--- config.mk ---
export PLATFORM = sky130hd
export DESIGN_NAME = seg7_scan4
export DESIGN_NICKNAME = d
export VERILOG_FILES = /design/src/rtl/seg7_scan4_pkg.sv /design/src/rtl/seg7_scan4_bcd_to_seg7.sv /design/src/rtl/seg7_scan4.sv
export SDC_FILE = /design/constraint.sdc
export NUM_CORES = 1
export LEC_CHECK = 0
export CORE_UTILIZATION = 40
export CTS_CLUSTER_DIAMETER = 80
export CTS_CLUSTER_SIZE = 24
export DETAILED_ROUTE_END_ITERATION = 6
export GPL_ROUTABILITY_DRIVEN = 0
export PLACE_DENSITY = 0.71
export SKIP_LAST_GASP = 1
export SLEW_MARGIN = 40
export SYNTH_ARGS = -nofsm -noshare
export SYNTH_HDL_FRONTEND = slang
export SYNTH_HIERARCHICAL = 1
export SYNTH_SLANG_ARGS = --single-unit
export TNS_END_PERCENT = 20
--- constraint.sdc ---
create_clock -name CLK -period 7.45 [get_ports CLK]
set_input_delay 1.49 -clock CLK [delete_from_list [all_inputs] [get_ports CLK]]
set_output_delay 1.49 -clock CLK [all_outputs]
set_load 0.005 [all_outputs]
--- src/rtl/seg7_scan4_pkg.sv ---
// Shared constants and types for the 4-digit 7-segment scanner and its decoder.
//   SEG_BLANK / SEG_DASH : all-off and dash segment patterns (a=bit0 .. g=bit6)
//   BCD_SEG              : segment patterns for BCD values 0..9
//   SCAN_W / DIGIT_W / SEG_W : widths of the digit index, one BCD digit, the segment bus
package seg7_scan4_pkg;

    localparam int unsigned SCAN_W  = 2;
    localparam int unsigned DIGIT_W = 4;
    localparam int unsigned SEG_W   = 7;
    localparam int unsigned NDIGITS = 4;

    localparam logic [SEG_W-1:0] SEG_BLANK = 7'h00;
    localparam logic [SEG_W-1:0] SEG_DASH  = 7'h40;

    // Element k holds the pattern for BCD value k (listed 9 down to 0).
    localparam logic [9:0][SEG_W-1:0] BCD_SEG = {
        7'h6F, 7'h7F, 7'h07, 7'h7D, 7'h6D,
        7'h66, 7'h4F, 7'h5B, 7'h06, 7'h3F
    };

    // Position inside a digit slot: blank guard time, then the digit itself.
    typedef enum logic {
        SLOT_GAP  = 1'b0,
        SLOT_SHOW = 1'b1
    } slot_t;

endpackage

--- src/rtl/seg7_scan4_bcd_to_seg7.sv ---
// bcd_to_seg7: combinational BCD to 7-segment decoder (active-high segments).
//   bcd   : 4-bit digit
//   seg_c : segment pattern, a=bit0 .. g=bit6; values 10..15 show a dash
module bcd_to_seg7
    import seg7_scan4_pkg::*;
(
    input  logic [DIGIT_W-1:0] bcd,
    output logic [SEG_W-1:0]   seg_c
);

    always_comb begin
        seg_c = SEG_DASH;
        if (bcd < 4'd10) begin
            seg_c = BCD_SEG[bcd];
        end
    end

endmodule

--- src/rtl/seg7_scan4.sv ---
// seg7_scan4: multiplexed 4-digit 7-segment display scanner.
//   CLK, RST_N : clock (rising edge), asynchronous active-low reset
//   EN         : scan enable; low freezes the scan and blanks the display
//   DIGITS     : four BCD digits, [3:0] least significant .. [15:12] most significant
//   LZB        : leading-zero blanking enable (applied live)
//   SCAN_IDX   : registered active digit index for the external 2-to-4 decoder
//   SEG        : registered segments, active high, aligned with SCAN_IDX
//   FRAME      : registered one-cycle pulse after each frame sample of DIGITS
module seg7_scan4
    import seg7_scan4_pkg::*;
#(
    parameter int unsigned SCAN_DIV = 50000,
    parameter int unsigned GAP_CYC  = 500
) (
    input  logic                 CLK,
    input  logic                 RST_N,
    input  logic                 EN,
    input  logic [15:0]          DIGITS,
    input  logic                 LZB,
    output logic [SCAN_W-1:0]    SCAN_IDX,
    output logic [SEG_W-1:0]     SEG,
    output logic                 FRAME
);

    localparam int unsigned PCNT_W = $clog2(SCAN_DIV);
    localparam logic [PCNT_W-1:0] PCNT_LAST = PCNT_W'(SCAN_DIV - 1);

    logic [PCNT_W-1:0]                 pcnt;
    logic [PCNT_W-1:0]                 pcnt_nx;
    logic [SCAN_W-1:0]                 idx_nx;
    logic [NDIGITS-1:0][DIGIT_W-1:0]   shadow;
    logic [NDIGITS-1:0][DIGIT_W-1:0]   shadow_nx;
    logic [DIGIT_W-1:0]                digit_sel;
    logic [SEG_W-1:0]                  digit_seg;
    logic [SEG_W-1:0]                  seg_nx;
    logic                              load_c;
    logic                              in_gap_c;
    logic                              lz_blank;
    slot_t                             slot_nx;

    // Guard time is measured on the upcoming count so SEG lines up with SCAN_IDX.
    if (GAP_CYC == 0) begin : g_no_gap
        assign in_gap_c = 1'b0;
    end else begin : g_gap
        assign in_gap_c = (32'(pcnt_nx) < GAP_CYC);
    end

    // Decoder sees the digit that will be on display after the next edge.
    bcd_to_seg7 u_dec (
        .bcd   (digit_sel),
        .seg_c (digit_seg)
    );

    // Next-state: prescaler, slot index, frame load, segment selection.
    always_comb begin
        pcnt_nx   = pcnt;
        idx_nx    = SCAN_IDX;
        load_c    = EN && (SCAN_IDX == '0) && (pcnt == '0);
        shadow_nx = shadow;
        lz_blank  = 1'b0;
        seg_nx    = SEG_BLANK;

        if (EN) begin
            if (pcnt == PCNT_LAST) begin
                pcnt_nx = '0;
                idx_nx  = SCAN_W'(SCAN_IDX + 1'b1);
            end else begin
                pcnt_nx = PCNT_W'(pcnt + 1'b1);
            end
        end

        if (load_c) begin
            shadow_nx = DIGITS;
        end

        digit_sel = shadow_nx[idx_nx];

        // A digit is blank when it and every more-significant digit are zero.
        case (idx_nx)
            2'd3:    lz_blank = (shadow_nx[3] == '0);
            2'd2:    lz_blank = (shadow_nx[3] == '0) && (shadow_nx[2] == '0);
            2'd1:    lz_blank = (shadow_nx[3] == '0) && (shadow_nx[2] == '0)
                                && (shadow_nx[1] == '0);
            default: lz_blank = 1'b0;
        endcase

        slot_nx = in_gap_c ? SLOT_GAP : SLOT_SHOW;

        if (EN && (slot_nx == SLOT_SHOW) && !(LZB && lz_blank)) begin
            seg_nx = digit_seg;
        end
    end

    // State and output registers.
    always_ff @(posedge CLK or negedge RST_N) begin
        if (!RST_N) begin
            pcnt     <= '0;
            SCAN_IDX <= '0;
            SEG      <= SEG_BLANK;
            FRAME    <= 1'b0;
            shadow   <= '0;
        end else begin
            pcnt     <= pcnt_nx;
            SCAN_IDX <= idx_nx;
            SEG      <= seg_nx;
            FRAME    <= load_c;
            shadow   <= shadow_nx;
        end
    end

endmodule

Yosys cells after proc, flatten, opt, wreduce, memory -nomap -nowiden
Memories as Yosys holds them, arrays and structs flattened.
Index checks and enable logic that the tools add are counted.
- add/subtract/negate cells: 2
- multiply operators: 0
- divide/modulo/power cells: 0
- magnitude comparators: 4
- equal/unequal tests: 4
- shift-type cells: 0
- muxes and demuxes: 12
- bitwise logic cells: 0
- reductions and logical operators: 13
- operators by type and width (cell ; count):
    16-bit 2-to-1 mux ; 3
    7-bit 2-to-1 mux ; 3
    16-bit by 1-bit adder with 16-bit output, second input constant ; 1
    16-bit equality test, second input constant ; 1
    16-bit logical NOT ; 1
    16-bit by 9-bit < comparator with 1-bit output, second input constant ; 1
    4-bit logical NOT ; 3
    4-bit binary-select mux with 2-bit select ; 1
    1-bit logical AND ; 7
    4-bit by 5-bit < comparator with 1-bit output, second input constant ; 1
    2-bit equality test, second input constant ; 2
    4-bit < comparator, second input constant ; 1
    2-bit 2-to-1 mux ; 2
    4-bit 2-to-1 mux ; 1
    2-bit by 3-bit < comparator with 1-bit output, second input constant ; 1
    1-bit one-hot mux with 3 select lines ; 1
    2-bit by 1-bit adder with 2-bit output, second input constant ; 1
    2-bit by 1-bit equality test with 1-bit output, second input constant ; 1
    2-bit logical NOT ; 1
    1-bit logical NOT ; 1
    1-bit 2-to-1 mux ; 1
- register bits: 42
- bits in latches: 0
- bits in writable memories: 0
- ROM bits: 112
- logic and storage cells: 44
- memories: 1
- memories (memory ; depth ; width ; rd ports ; clocked after Yosys merged registers in ; wr ports ; line ; source):
    (no name shown) ; 16 ; 7 ; 1 ; 0 ; 0 ; seg7_scan4_bcd_to_seg7.sv:14 ; seg_c = BCD_SEG[bcd];

Longest topological paths before layout
- depth in word-level cells: 12
- depth in mapped cells: 14
- mapped depth without buffers: 13

Cells and area by module
Netlist, hierarchy kept.
- modules (own cells, without submodules) (module ; instances ; cells each ; area an instance (um^2) ; seq. area each (um^2)):
    seg7_scan4 ; 1 ; 203 ; 2222.1 ; 1051.0
    bcd_to_seg7 ; 1 ; 30 ; 205.2 ; 0.0

Least setup slack after synthesis
Ideal clock, no wire load.
- path kind: input to register
- start: input port EN
- end: register SEG[4]
- arrival time: 4.420 ns
- path slack: 2.871 ns
- stages on the path: 11
- buffers on the path: 0
- path through: or4b_1 > nor4_4 > mux2i_2 > mux2i_1 > mux2i_1 > inv_1 > ha_1 > nor2b_2 > nor3_1 > a21oi_1 > nor3b_1
- elaborated cells on any way between the ends: 27
- classes of those cells: order compare (2); eq/ne (3); mux (10); reduce/logical (11); memory (1)
- RTL lines (element ; line ; source):
    start: declaration ; seg7_scan4.sv:17 ; input logic EN,
    1-bit logical AND (2 in a row) ; seg7_scan4.sv:58 ; load_c = EN && (SCAN_IDX == '0) && (pcnt == '0);
    16-bit 2-to-1 mux ; seg7_scan4.sv:72 ; if (load_c) begin
    4-bit binary-select mux with 2-bit select * ; seg7_scan4.sv:76 ; digit_sel = shadow_nx[idx_nx];
    4-bit 2-to-1 mux (implied by the code) * ; seg7_scan4.sv:76 ;
    named net digit_sel[1] ; seg7_scan4.sv:33 ; logic [DIGIT_W-1:0] digit_sel;
    memory 16 x 7 bit ; n/a ;
    7-bit 2-to-1 mux (implied by the code) ; seg7_scan4_bcd_to_seg7.sv:14 ;
    7-bit 2-to-1 mux * ; seg7_scan4_bcd_to_seg7.sv:13 ; if (bcd < 4'd10) begin
    named net digit_seg[4] ; seg7_scan4.sv:34 ; logic [SEG_W-1:0] digit_seg;
    7-bit 2-to-1 mux * ; seg7_scan4.sv:89 ; if (EN && (slot_nx == SLOT_SHOW) && !(LZB && lz_blank)) begin
    named net seg_nx[4] ; seg7_scan4.sv:35 ; logic [SEG_W-1:0] seg_nx;
    end signal: assignment ; seg7_scan4.sv:105 ; SEG <= seg_nx;
    end: declaration ; seg7_scan4.sv:21 ; output logic [SEG_W-1:0] SEG,
Mark *: on every way through the listed nets, which the timed path passes. The rest lies on a longest branch. The select of a mux whose other input is x is not followed.

Worst setup path after layout
Ends and elaborated chain as after synthesis.

==> results.yml <==
synthesis:
  netlist_area_sq_um: 2430
  syn_inst: 233
  yosys.area.top_type_share_pct: 43.3
  synthDistinctLibCells: 48
  synthTopCellsByCount: "42 x dfrtp_1, 16 x inv_1, 16 x mux2_2"
  yosys_register_bits: 42
  synth-edff-count: 0
  yosys-top-cells-area: "dfrtp_1 43%, mux2_2 7.4%, mux2i_1 5.8%"
  async_reset_ff_share_pct: 100
  yosysTopAreaCell: "dfrtp_1"
  ys_seq_area_share_pct: 43.3
  avgSynthCellArea_sq_um: 10.4
  synth-warning-count: 6
  synth_nets: 261
  synth_flop_cell: "dfrtp_1"
  synth_most_common_cell: "dfrtp_1"
timing:
  post-route-period-util_pct: 70.1
  fmax_ghz: 0.192
  fin_hold_ws_ns: 0.525
  fin_worst_skew_ns: 0.00280
  setup_tns_ns: 0
  rsz0062_at_grt: "false"
  worst_pin_slew_ns: 0.732
  setup-violations-final: 0
  fin_crit_ns: 5.22
  slew_headroom_pct: 50.8
  hold_violations: 0
  final_max_slew_viol_count: 0
worst_hold_path:
  worstHoldPathType: "reg2reg"
power:
  powerDensity_nw_per_um2: 172
  p_sw_w: 0.000148
  pwr-share-seq_pct: 54.6
  clock_power_share_pct: 30.5
  switching_share_pct: 30.0
  comb_power_share_pct: 14.8
  p_leak_nw: 1.31
  intPower_w: 0.000346
  ir_worst_vdd_uv: 75.9
route:
  drtAntennaViolNets: 0
  vias: 1839
  viasPerCell: 5.47
  finalWirelength_microns: 5200
  wl_per_cell_microns: 15.5
  drt_pass1_iterations: 6
  drc: 0
  drt_iter0_markers: 93
cells_and_area:
  layout.nets: 288
  syn2layout_area_growth_pct: 18.4
  drive_gt1_share_pct: 13.8
  num_antenna_cells: 0
setup_path:
  cpPeakStageDelay_ns: 0.73
  path_cells: "clkdlybuf4s50_1, or4b_1, nor4_4, mux2i_4, mux2i_1, mux2i_1, inv_1, ha_1, nor2b_2, nor3_1, a21oi_1, nor3b_1"
  cp.arrival_ns: 5.38
  cp-start-kind: "input port"
  crit_path_frequent_cell: "mux2i_1"
  cp_max_fo: 13
  critical_path_required_ns: 7.61
  crit_slowest_cell: "clkdlybuf4s50_1"
  critPathKind: "in2reg"
  crit_path_end_kind: "flip-flop"
clock_network:
  cts_buffers: 5
  clkSinkCount: 42
  cts_tree: "yes"
  insertion_delay_ns: 0.30
  cts_resized: 0
  htree_levels: 2
  hold_buffers: 0
  cts-root-buf: "clkbuf_8"
  clock_path_buffers: 2
  post_cts_buffers: 0
  clk_pin_slew_ns: 0.08
place:
  hpwl_microns: 3850
  port_buffers: 29
floorplan:
  dieArea_sq_um: 6380
  design.core.area_sq_um: 5890
  io_pins: 30
  dieWidth_microns: 79.9
  rows: 28
  start_util_pct: 41.2
  fp.dieH_microns: 79.9
global_route:
  gr-usage-all-layers_pct: 18.0
  grt_use_met2_pct: 28.5
  grt_util_met1_pct: 23.8
  grt_start_max_net_pins: 43
  grt_busiest_layer: "met2"
  grt_pass1_wl_microns: 8730
  grtUsageMet3_pct: 4.00
  gr-total-overflow: 0
  antenna_found_initial: 0
  grt_pass1_vias: 1814
run_status:
  status: "finished clean"
run:
  cap_violations: 0
-- power by group through the flow --
| stage | Clock, W | Combinational, W | Sequential [W] |
|---|---|---|---|
| after floorplan | 0 | 0.0000614 | 0.000255 |
| after global placement | 0 | 0.0000706 | 0.000273 |
| after global routing | 0.000166 | 0.0000829 | 0.000273 |
| final | 0.000151 | 0.0000732 | 0.000270 |
| after CTS | 0.000155 | 0.0000732 | 0.000269 |
| after detailed placement | 0 | 0.0000725 | 0.000274 |
-- metal layers --
layer	share of wire, %	up-vias
li1	-	901
met2	49	32
met4	0.81	0
met3	4.2	6
met1	46	900
met5	0	-
-- path summary, 6_finish.rpt --
check                      slack, ns  cells after the start           startpoint                   to
max                             2.23                     12                   EN     SEG[4]$_DFF_PN0_
min                             0.52                      1  shadow[0]$_DFF_PN0_  shadow[0]$_DFF_PN0_
max reg2reg                     3.50                     11    pcnt[5]$_DFF_PN0_     SEG[4]$_DFF_PN0_
min reg2reg                     0.52                      1  shadow[0]$_DFF_PN0_  shadow[0]$_DFF_PN0_
max in group asynchronous       5.92                      1                RST_N  pcnt[1]$_DFFE_PN0P_
min in group asynchronous       1.17                      1                RST_N   pcnt[12]$_DFF_PN0_
-- final cells by class --
type,count,area (sq um)
Fill cell,551,3010
Sequential cell,42,1050
Clock inverter,3,21.3
Inverter,16,60.1
Timing Repair Buffer,29,288
Multi-Input combinational cell,166,1290
Clock buffer,5,68.8
Tap cell,75,93.8
-- worst max-delay path, delay by kind of cell --
kind | cells | cell delay, ns
AO/OA/AOI/OAI | 1 | 0.05
multiplexers | 3 | 1.24
buffers and inverters | 2 | 0.91
AND/OR/NAND/NOR | 5 | 1.46
adder cells (fa/ha/maj) | 1 | 0.22
-- cells in the final DEF, fill, tap and decap left out, types with 2 or more instances in the layout --
master | Yosys | layout
nand2_1 | 12 | 12
clkbuf_8 | 0 | 5
mux2i_1 | 14 | 13
xnor2_1 | 7 | 7
nand3_1 | 7 | 7
mux2_2 | 16 | 16
nor3_1 | 9 | 9
clkdlybuf4s50_1 | 0 | 28
nand4_1 | 7 | 7
inv_1 | 16 | 16
nor3b_1 | 7 | 7
ha_1 | 8 | 8
or3_1 | 5 | 5
nor2_1 | 6 | 6
or2_2 | 2 | 2
nand2b_1 | 2 | 2
o21ai_0 | 8 | 8
nor4_1 | 12 | 11
a311oi_1 | 2 | 2
xor2_1 | 5 | 5
dfrtp_1 | 42 | 42
a21oi_1 | 13 | 13
-- state kept, by name, summed over array words and instances (netlist names) --
register / flops
pcnt: 16
shadow: 16
SEG: 7
SCAN_IDX: 2
FRAME: 1
-- kinds of logic (layout without fill, tap and decap cells) --
logic type	count (synthesis)	count (layout)	share of synthesized area, %
simple gates	84	84	21.5
compound gates	31	31	8.51
mux	31	31	13.8
buf+inv	25	53	4.48
xor+xnor	12	12	4.33
flops	42	42	43.3
fa+ha+maj	8	8	4.12
-- metrics by stage --
stage	setup slack [ns]	total power (W)	std cells	util, %	area (sq um)
2_1_floorplan	2.87	0.000316	233	-	2430
3_3_place_gp	1.78	0.000343	328	46.9	2760
3_5_place_dp	1.72	0.000346	328	47.1	2770
4_1_cts	2.03	0.000497	336	48.6	2860
5_1_grt	1.87	0.000522	336	48.8	2870
6_report	2.23	0.000494	336	48.8	2870
(Power assumes the default switching activity.)
